[config.mk]
export PLATFORM = sky130hd
export DESIGN_NAME = regfile_port_master
export DESIGN_NICKNAME = d
export VERILOG_FILES = /design/src/rtl/regfile_port_master.sv
export SDC_FILE = /design/constraint.sdc
export NUM_CORES = 1
export LEC_CHECK = 0
export CAP_MARGIN = 0
export CORE_UTILIZATION = 41
export CTS_CLUSTER_SIZE = 10
export DETAILED_ROUTE_END_ITERATION = 12
export GPL_TIMING_DRIVEN = 1
export PLACE_DENSITY = 0.87
export SLEW_MARGIN = 15
export SYNTH_ARGS = -nofsm -noshare
export SYNTH_HDL_FRONTEND = slang
export SYNTH_SLANG_ARGS = --single-unit
[constraint.sdc]
create_clock -name clk_i -period 3.05 [get_ports clk_i]
set_input_delay 0.61 -clock clk_i [delete_from_list [all_inputs] [get_ports clk_i]]
set_output_delay 0.61 -clock clk_i [all_outputs]
set_load 0.05 [all_outputs]
[src/rtl/regfile_port_master.sv]
// regfile_port_master: initiator for one read/write port of a multi-port
// register file; one instance per port.
//
// Requests arrive on a valid/ready handshake and are latched in IDLE. For
// exactly one ISSUE cycle the block drives the one-hot select, the write
// strobe and the write data. It then presents one response in RESP until
// that response is consumed.
//
// Ports:
//   clk_i, reset_n_i              clock, async active-low reset
//   req_valid_i/req_ready_o       request handshake
//   req_write_i, req_addr_i,
//   req_data_i                    request fields (1 = write)
//   resp_valid_o/resp_ready_i     response handshake
//   resp_data_o                   read data (0 for writes)
//   resp_err_o                    out-of-range address (macro only)
//   rf_sel_o, rf_we_o, rf_wdata_o register file drive (ISSUE only)
//   rf_rdata_i                    per-register words, zero unless selected
//   txn_count_o                   completed transactions (wraps)
//
// Optional feature: define REGFILE_PORT_MASTER_BOUNDS_CHECK_EN to add the
// resp_err_o port. Without the macro, out-of-range requests complete
// silently as no-ops.
module regfile_port_master #(
  parameter int DATA_WIDTH    = 32,
  parameter int NUM_REGISTERS = 3,
  parameter int ADDR_WIDTH    = 2,
  parameter int CNT_WIDTH     = 16
) (
  input  logic                              clk_i,
  input  logic                              reset_n_i,
  input  logic                              req_valid_i,
  output logic                              req_ready_o,
  input  logic                              req_write_i,
  input  logic [ADDR_WIDTH-1:0]             req_addr_i,
  input  logic [DATA_WIDTH-1:0]             req_data_i,
  output logic                              resp_valid_o,
  input  logic                              resp_ready_i,
  output logic [DATA_WIDTH-1:0]             resp_data_o,
`ifdef REGFILE_PORT_MASTER_BOUNDS_CHECK_EN
  output logic                              resp_err_o,
`endif
  output logic [NUM_REGISTERS-1:0]          rf_sel_o,
  output logic                              rf_we_o,
  output logic [DATA_WIDTH-1:0]             rf_wdata_o,
  input  logic [NUM_REGISTERS*DATA_WIDTH-1:0] rf_rdata_i,
  output logic [CNT_WIDTH-1:0]              txn_count_o
);

  typedef enum logic [1:0] {
    S_IDLE,
    S_ISSUE,
    S_RESP
  } state_t;

  state_t state_q, state_d;

  logic                     ready_en_q;
  logic                     wr_q;
  logic [ADDR_WIDTH-1:0]    addr_q;
  logic [DATA_WIDTH-1:0]    data_q;
  logic [DATA_WIDTH-1:0]    resp_data_q;
  logic [CNT_WIDTH-1:0]     cnt_q;
  logic [NUM_REGISTERS-1:0] sel;
  logic                     in_range;
  logic [DATA_WIDTH-1:0]    rd_or;
  logic                     req_fire;
  logic                     resp_fire;

  // Out-of-range addresses match no select bit, so an empty select
  // doubles as the out-of-range flag.
  for (genvar i = 0; i < NUM_REGISTERS; i++) begin : g_sel
    assign sel[i] = (addr_q == ADDR_WIDTH'(i));
  end

  assign in_range = |sel;

  // Unselected words are zero, so OR-ing all of them yields the
  // selected word (or 0 when nothing is selected).
  always_comb begin
    rd_or = '0;
    for (int i = 0; i < NUM_REGISTERS; i++) begin
      rd_or |= rf_rdata_i[i*DATA_WIDTH +: DATA_WIDTH];
    end
  end

  assign req_fire  = req_ready_o & req_valid_i;
  assign resp_fire = resp_valid_o & resp_ready_i;

  always_ff @(posedge clk_i or negedge reset_n_i) begin
    if (!reset_n_i) begin
      state_q <= S_IDLE;
    end else begin
      state_q <= state_d;
    end
  end

  always_comb begin
    state_d      = state_q;
    req_ready_o  = 1'b0;
    resp_valid_o = 1'b0;
    rf_sel_o     = '0;
    rf_we_o      = 1'b0;
    rf_wdata_o   = '0;
    unique case (state_q)
      S_IDLE: begin
        // ready_en_q keeps ready low while reset is held.
        req_ready_o = ready_en_q;
        if (req_fire) begin
          state_d = S_ISSUE;
        end
      end
      S_ISSUE: begin
        rf_sel_o   = sel;
        rf_we_o    = wr_q & in_range;
        rf_wdata_o = data_q;
        state_d    = S_RESP;
      end
      S_RESP: begin
        resp_valid_o = 1'b1;
        if (resp_ready_i) begin
          state_d = S_IDLE;
        end
      end
      default: begin
        state_d = S_IDLE;
      end
    endcase
  end

  always_ff @(posedge clk_i or negedge reset_n_i) begin
    if (!reset_n_i) begin
      ready_en_q  <= 1'b0;
      wr_q        <= 1'b0;
      addr_q      <= '0;
      data_q      <= '0;
      resp_data_q <= '0;
      cnt_q       <= '0;
    end else begin
      ready_en_q <= 1'b1;
      if (req_fire) begin
        wr_q   <= req_write_i;
        addr_q <= req_addr_i;
        data_q <= req_data_i;
      end
      if (state_q == S_ISSUE) begin
        resp_data_q <= wr_q ? '0 : rd_or;
      end else if (resp_fire) begin
        resp_data_q <= '0;
      end
      if (resp_fire) begin
        cnt_q <= cnt_q + CNT_WIDTH'(1);
      end
    end
  end

  assign resp_data_o = resp_data_q;
  assign txn_count_o = cnt_q;

`ifdef REGFILE_PORT_MASTER_BOUNDS_CHECK_EN
  logic err_q;

  always_ff @(posedge clk_i or negedge reset_n_i) begin
    if (!reset_n_i) begin
      err_q <= 1'b0;
    end else if (state_q == S_ISSUE) begin
      err_q <= ~in_range;
    end else if (resp_fire) begin
      err_q <= 1'b0;
    end
  end

  assign resp_err_o = err_q & resp_valid_o;
`endif

endmodule

Word-level counts from Yosys, hierarchy flattened
Index checks and enable logic that the tools add are counted.
{"block": "word_totals", "regBits": 86, "elab_cells": 35, "out_inout_bits": 86, "input_bits": 135}
{"block": "classes", "n_addsub": 1, "n_eq_ne": 6, "bitwise_logic": 5, "n_mux": 11, "reduce_logical": 5}
{"operator": "$mux 32", "n": 4}
{"operator": "$or 32x32->32", "n": 2}
{"operator": "$add 16x1->16 const B", "n": 1}
{"operator": "$pmux 2 s3", "n": 1}
{"operator": "$eq 2x1->1 const B", "n": 2}
{"operator": "$eq 2x2->1 const B", "n": 2}
{"operator": "$logic_not 2->1", "n": 2}
{"operator": "$mux 2", "n": 2}
{"operator": "$ne 2x2->1 const B", "n": 2}
{"operator": "$and 1x1->1", "n": 3}
{"operator": "$mux 1", "n": 3}
{"operator": "$mux 3", "n": 1}
{"operator": "$reduce_or 3->1", "n": 1}
{"operator": "$reduce_and 2->1", "n": 1}
{"operator": "$reduce_bool 2->1", "n": 1}

Depth between registers and ports, before layout
{"block": "depth", "depth_word": 5, "ltp_mapped": 5}

Least setup slack after synthesis
OpenSTA, ideal clock, no wires.
{"block": "synth_timing", "kind": "reg-to-output", "from": "register state_q[1]", "to": "output rf_sel_o[1]", "slack_ps": 673, "t_arrival_ps": 1767, "stages_incl_launch_ff": 3, "t_required_ps": 2440, "path_buffers": 0, "path_cell_list": "dfrtp_1 > nand2b_1 > nor3b_1"}
{"block": "synth_between", "elab_chain_cells": 2}
{"item": "from (decl)", "line_no": "56", "rtl": "state_t state_q, state_d;"}
{"item": "from (signal assigned)", "line_no": "94", "rtl": "state_q <= state_d;"}
{"item": "$eq 2x1->1", "line_no": "105", "rtl": "unique case (state_q)"}
{"item": "$mux 3", "line_no": "105"}
{"item": "to (decl)", "line_no": "43", "rtl": "output logic [NUM_REGISTERS-1:0] rf_sel_o,"}
Every way passes these cells.

Worst setup path in the final report
{"block": "layout_timing", "from": "register state_q[0]", "to": "output rf_wdata_o[1]"}
{"block": "layout_between", "elab_chain_cells": 2}
{"item": "$eq 2x1->1", "line_no": "105"}
{"item": "$mux 32", "line_no": "105"}
{"item": "to (decl)", "line_no": "45", "rtl": "output logic [DATA_WIDTH-1:0] rf_wdata_o,"}
Every way passes these cells.

==> impl_metrics.yaml <==
die:
  die_y_um: 96.96
  start_util_pct: 42.40
  fp-row-count: 34
  dieArea_um2: 9401
  die_w_um: 96.96
  ios: 221
  core_region_area_um2: 8721
synth:
  syn_area_um2: 3697
  synth_top_area_share_pct: 58.21
  synth-edff-count: 0
  netlist_top_cells_count: "dfrtp_1, nand2_1, nor3_1"
  avgSynthCellArea_um2: 11.59
  yosysMostFrequentCell: "dfrtp_1"
  synth-seq-cells: 86
  synth_cell_types: 33
  synth_fp_nets: 455
  yosys_warnings: 0
  syn_inst: 319
  async_reset_ff_share_pct: 100.0
  yosysTopAreaCell: "dfrtp_1"
  synth-seq-area-share_pct: 58.21
  synthTopCellsByArea: "dfrtp_1, mux2_2, and2_1"
  synth_ff_type: "dfrtp_1"
worst_setup_path:
  path_class: "flop to output port"
  r2r_slack_ns: 1.33
  setup.worst_path.end_class: "output port"
  crit_chain: "nor2b_2 -> buf_4 -> and2_1 -> clkdlybuf4s50_1"
  worst_ep_required_time_ns: 2.44
  critical-path-max-stage-delay_ns: 0.81
  arrival_ns: 2.29
  slowest_stage: "clkdlybuf4s50_1"
  start_kind: "flop"
  path_delay_family: "buffers and inverters"
  cp_num_buf_inv: 2
  critical_path_peak_fanout: 32
clock_network:
  cts_max_level: 3
  clk_latency_ns: 0.34
  tritoncts: "done"
  cts_hold_buf: 0
  cts_max_path_buffers: 2
  post_cts_buffers: 0
  cts_buffers: 9
  cts_resized: 0
  clk_pin_slew_ns: 0.09
  root_buffer: "clkbuf_8"
  cts_sinks: 86
sta:
  fmax_mhz: 344.4
  clock_skew_ns: 0.01155
  slew-limit-headroom_pct: 62.59
  worst_hold_slack_ns: 0.2412
  tightest_slew_ns: 0.5594
  setup_ws_ns: 0.1465
  finalSetupViolCount: 0
  fin_crit_ns: 2.903
  report.final.slew_viol_count: 0
  rsz0062_at_grt: "false"
  finalCritPeriodShare_pct: 95.20
  fin_tns_setup_ns: 0
  hold_viol_final: 0
global_routing:
  overflow: 0
  antenna_found_initial: 0
  grt_pass1_vias: 3419
  grt_max_degree: 46
  grt_use_total_pct: 22.35
  grt_pass1_wl_um: 16700
route:
  viasPerCell: 4.924
  wl_um: 10350
  wire_per_inst_um: 15.83
  drc: 0
  drt_iter0_markers: 93
  vias: 3220
  dr.pass1.iters: 4
  antenna_left: 0
layout:
  fin_nets: 677
  final_area_um2: 6227
  syn_to_final_growth_pct: 68.43
  antenna_cells: 0
  utilization_pct: 71.41
  nFillCells: 619
  stdcell_count: 654
  drive_gt1_share_pct: 11.36
outcome:
  outcome: "complete, no violations"
placed_design:
  finalWeightedCongestion: 0.7616
  hpwlAfterDp_um: 8112
  post-place-ws_ns: 0.4891
  port_buffers: 220
  placed_area_um2: 6007
  place_inst: 638
hold_path:
  hold_path_class: "input pin to async pin"
power:
  power_density_nw_per_um2: 701.5
  peakVddDrop_mv: 0.3175
  leakage_nw: 2.576
  total_power_mw: 4.369
job:
  maxCapViolCount: 0
[registers in the layout, summed over array words and instances (netlist names)]
name and flops:
addr_q 2, data_q 32, ready_en_q 1, resp_data_o 32, state_q 2, txn_count_o 16, wr_q 1
[report_power, final]
part           internal [mW]  switching [mW]  total, mW
clock network          0.466           0.409      0.875
logic                  0.724            1.13       1.85
registers               1.44           0.194       1.64
[logic make-up (layout without fill, tap and decap cells)]
| group | after synthesis | in the layout | share of synthesized area (%) |
|---|---|---|---|
| other cells | 1 | 1 | 0.1014 |
| mux | 36 | 36 | 10.96 |
| simple gates | 131 | 131 | 19.83 |
| flops | 86 | 86 | 58.21 |
| compound gates | 33 | 33 | 4.467 |
| xor+xnor | 15 | 15 | 3.553 |
| fa+ha+maj | 1 | 1 | 0.3384 |
| buf+inv | 16 | 243 | 2.538 |
[final timing paths]
path                                        start                           to  cells after the start
setup / recovery           state_q[0]$_DFFE_PN0P_                rf_wdata_o[1]                      4
hold / removal                          reset_n_i  resp_data_o[17]$_DFFE_PN0P_                      1
setup reg to reg           state_q[0]$_DFFE_PN0P_  resp_data_o[22]$_DFFE_PN0P_                      6
hold reg to reg            data_q[20]$_DFFE_PN0P_       data_q[20]$_DFFE_PN0P_                      1
max in group asynchronous               reset_n_i   txn_count_o[0]$_DFFE_PN0P_                      2
min in group clk_i         data_q[20]$_DFFE_PN0P_       data_q[20]$_DFFE_PN0P_                      1
[layout make-up]
type	count	area [µm²]	area share (%)
Timing Repair Buffer	224	2252	36.17
Sequential cell	86	2152	34.56
Multi-Input combinational cell	217	1456	23.39
Tap cell	108	135.1	2.170
Clock buffer	9	123.9	1.989
Clock inverter	7	96.34	1.547
Inverter	3	11.26	0.1808
[layer usage]
layer / share of wire, % / vias up / wire (µm) / track usage, %
met5: 0 / - / 0 / 0
met4: 1.6 / 0 / 170 / 7.577
met1: 38 / 1546 / 3955 / 23.85
met3: 6.5 / 12 / 677 / 6.142
met2: 54 / 134 / 5547 / 41.98
li1: - / 1528 / - / -
[cells in the final DEF, fill, tap and decap left out, drive strengths merged, types with 3 or more instances in the layout]
| cell type | n |
|---|---|
| clkbuf | 9 |
| clkinv | 3 |
| buf | 6 |
| nor3b | 4 |
| and2 | 33 |
| nor3 | 34 |
| dfrtp | 86 |
| nand2 | 37 |
| o21ai | 33 |
| inv | 5 |
| mux2 | 36 |
| nand4 | 6 |
| nor2 | 4 |
| xor2 | 4 |
| clkdlybuf4s50 | 218 |
| nand2b | 3 |
| xnor2 | 11 |
[worst reg2reg max path, cell delays in order (launching register included)]
cell and delay [ns]:
dfrtp_1 0.43, nor2b_2 0.19, buf_4 0.23, nor2_2 0.39
buf_12 0.22, nand2_1 0.08, o21ai_0 0.09
(Power assumes the default switching activity.)
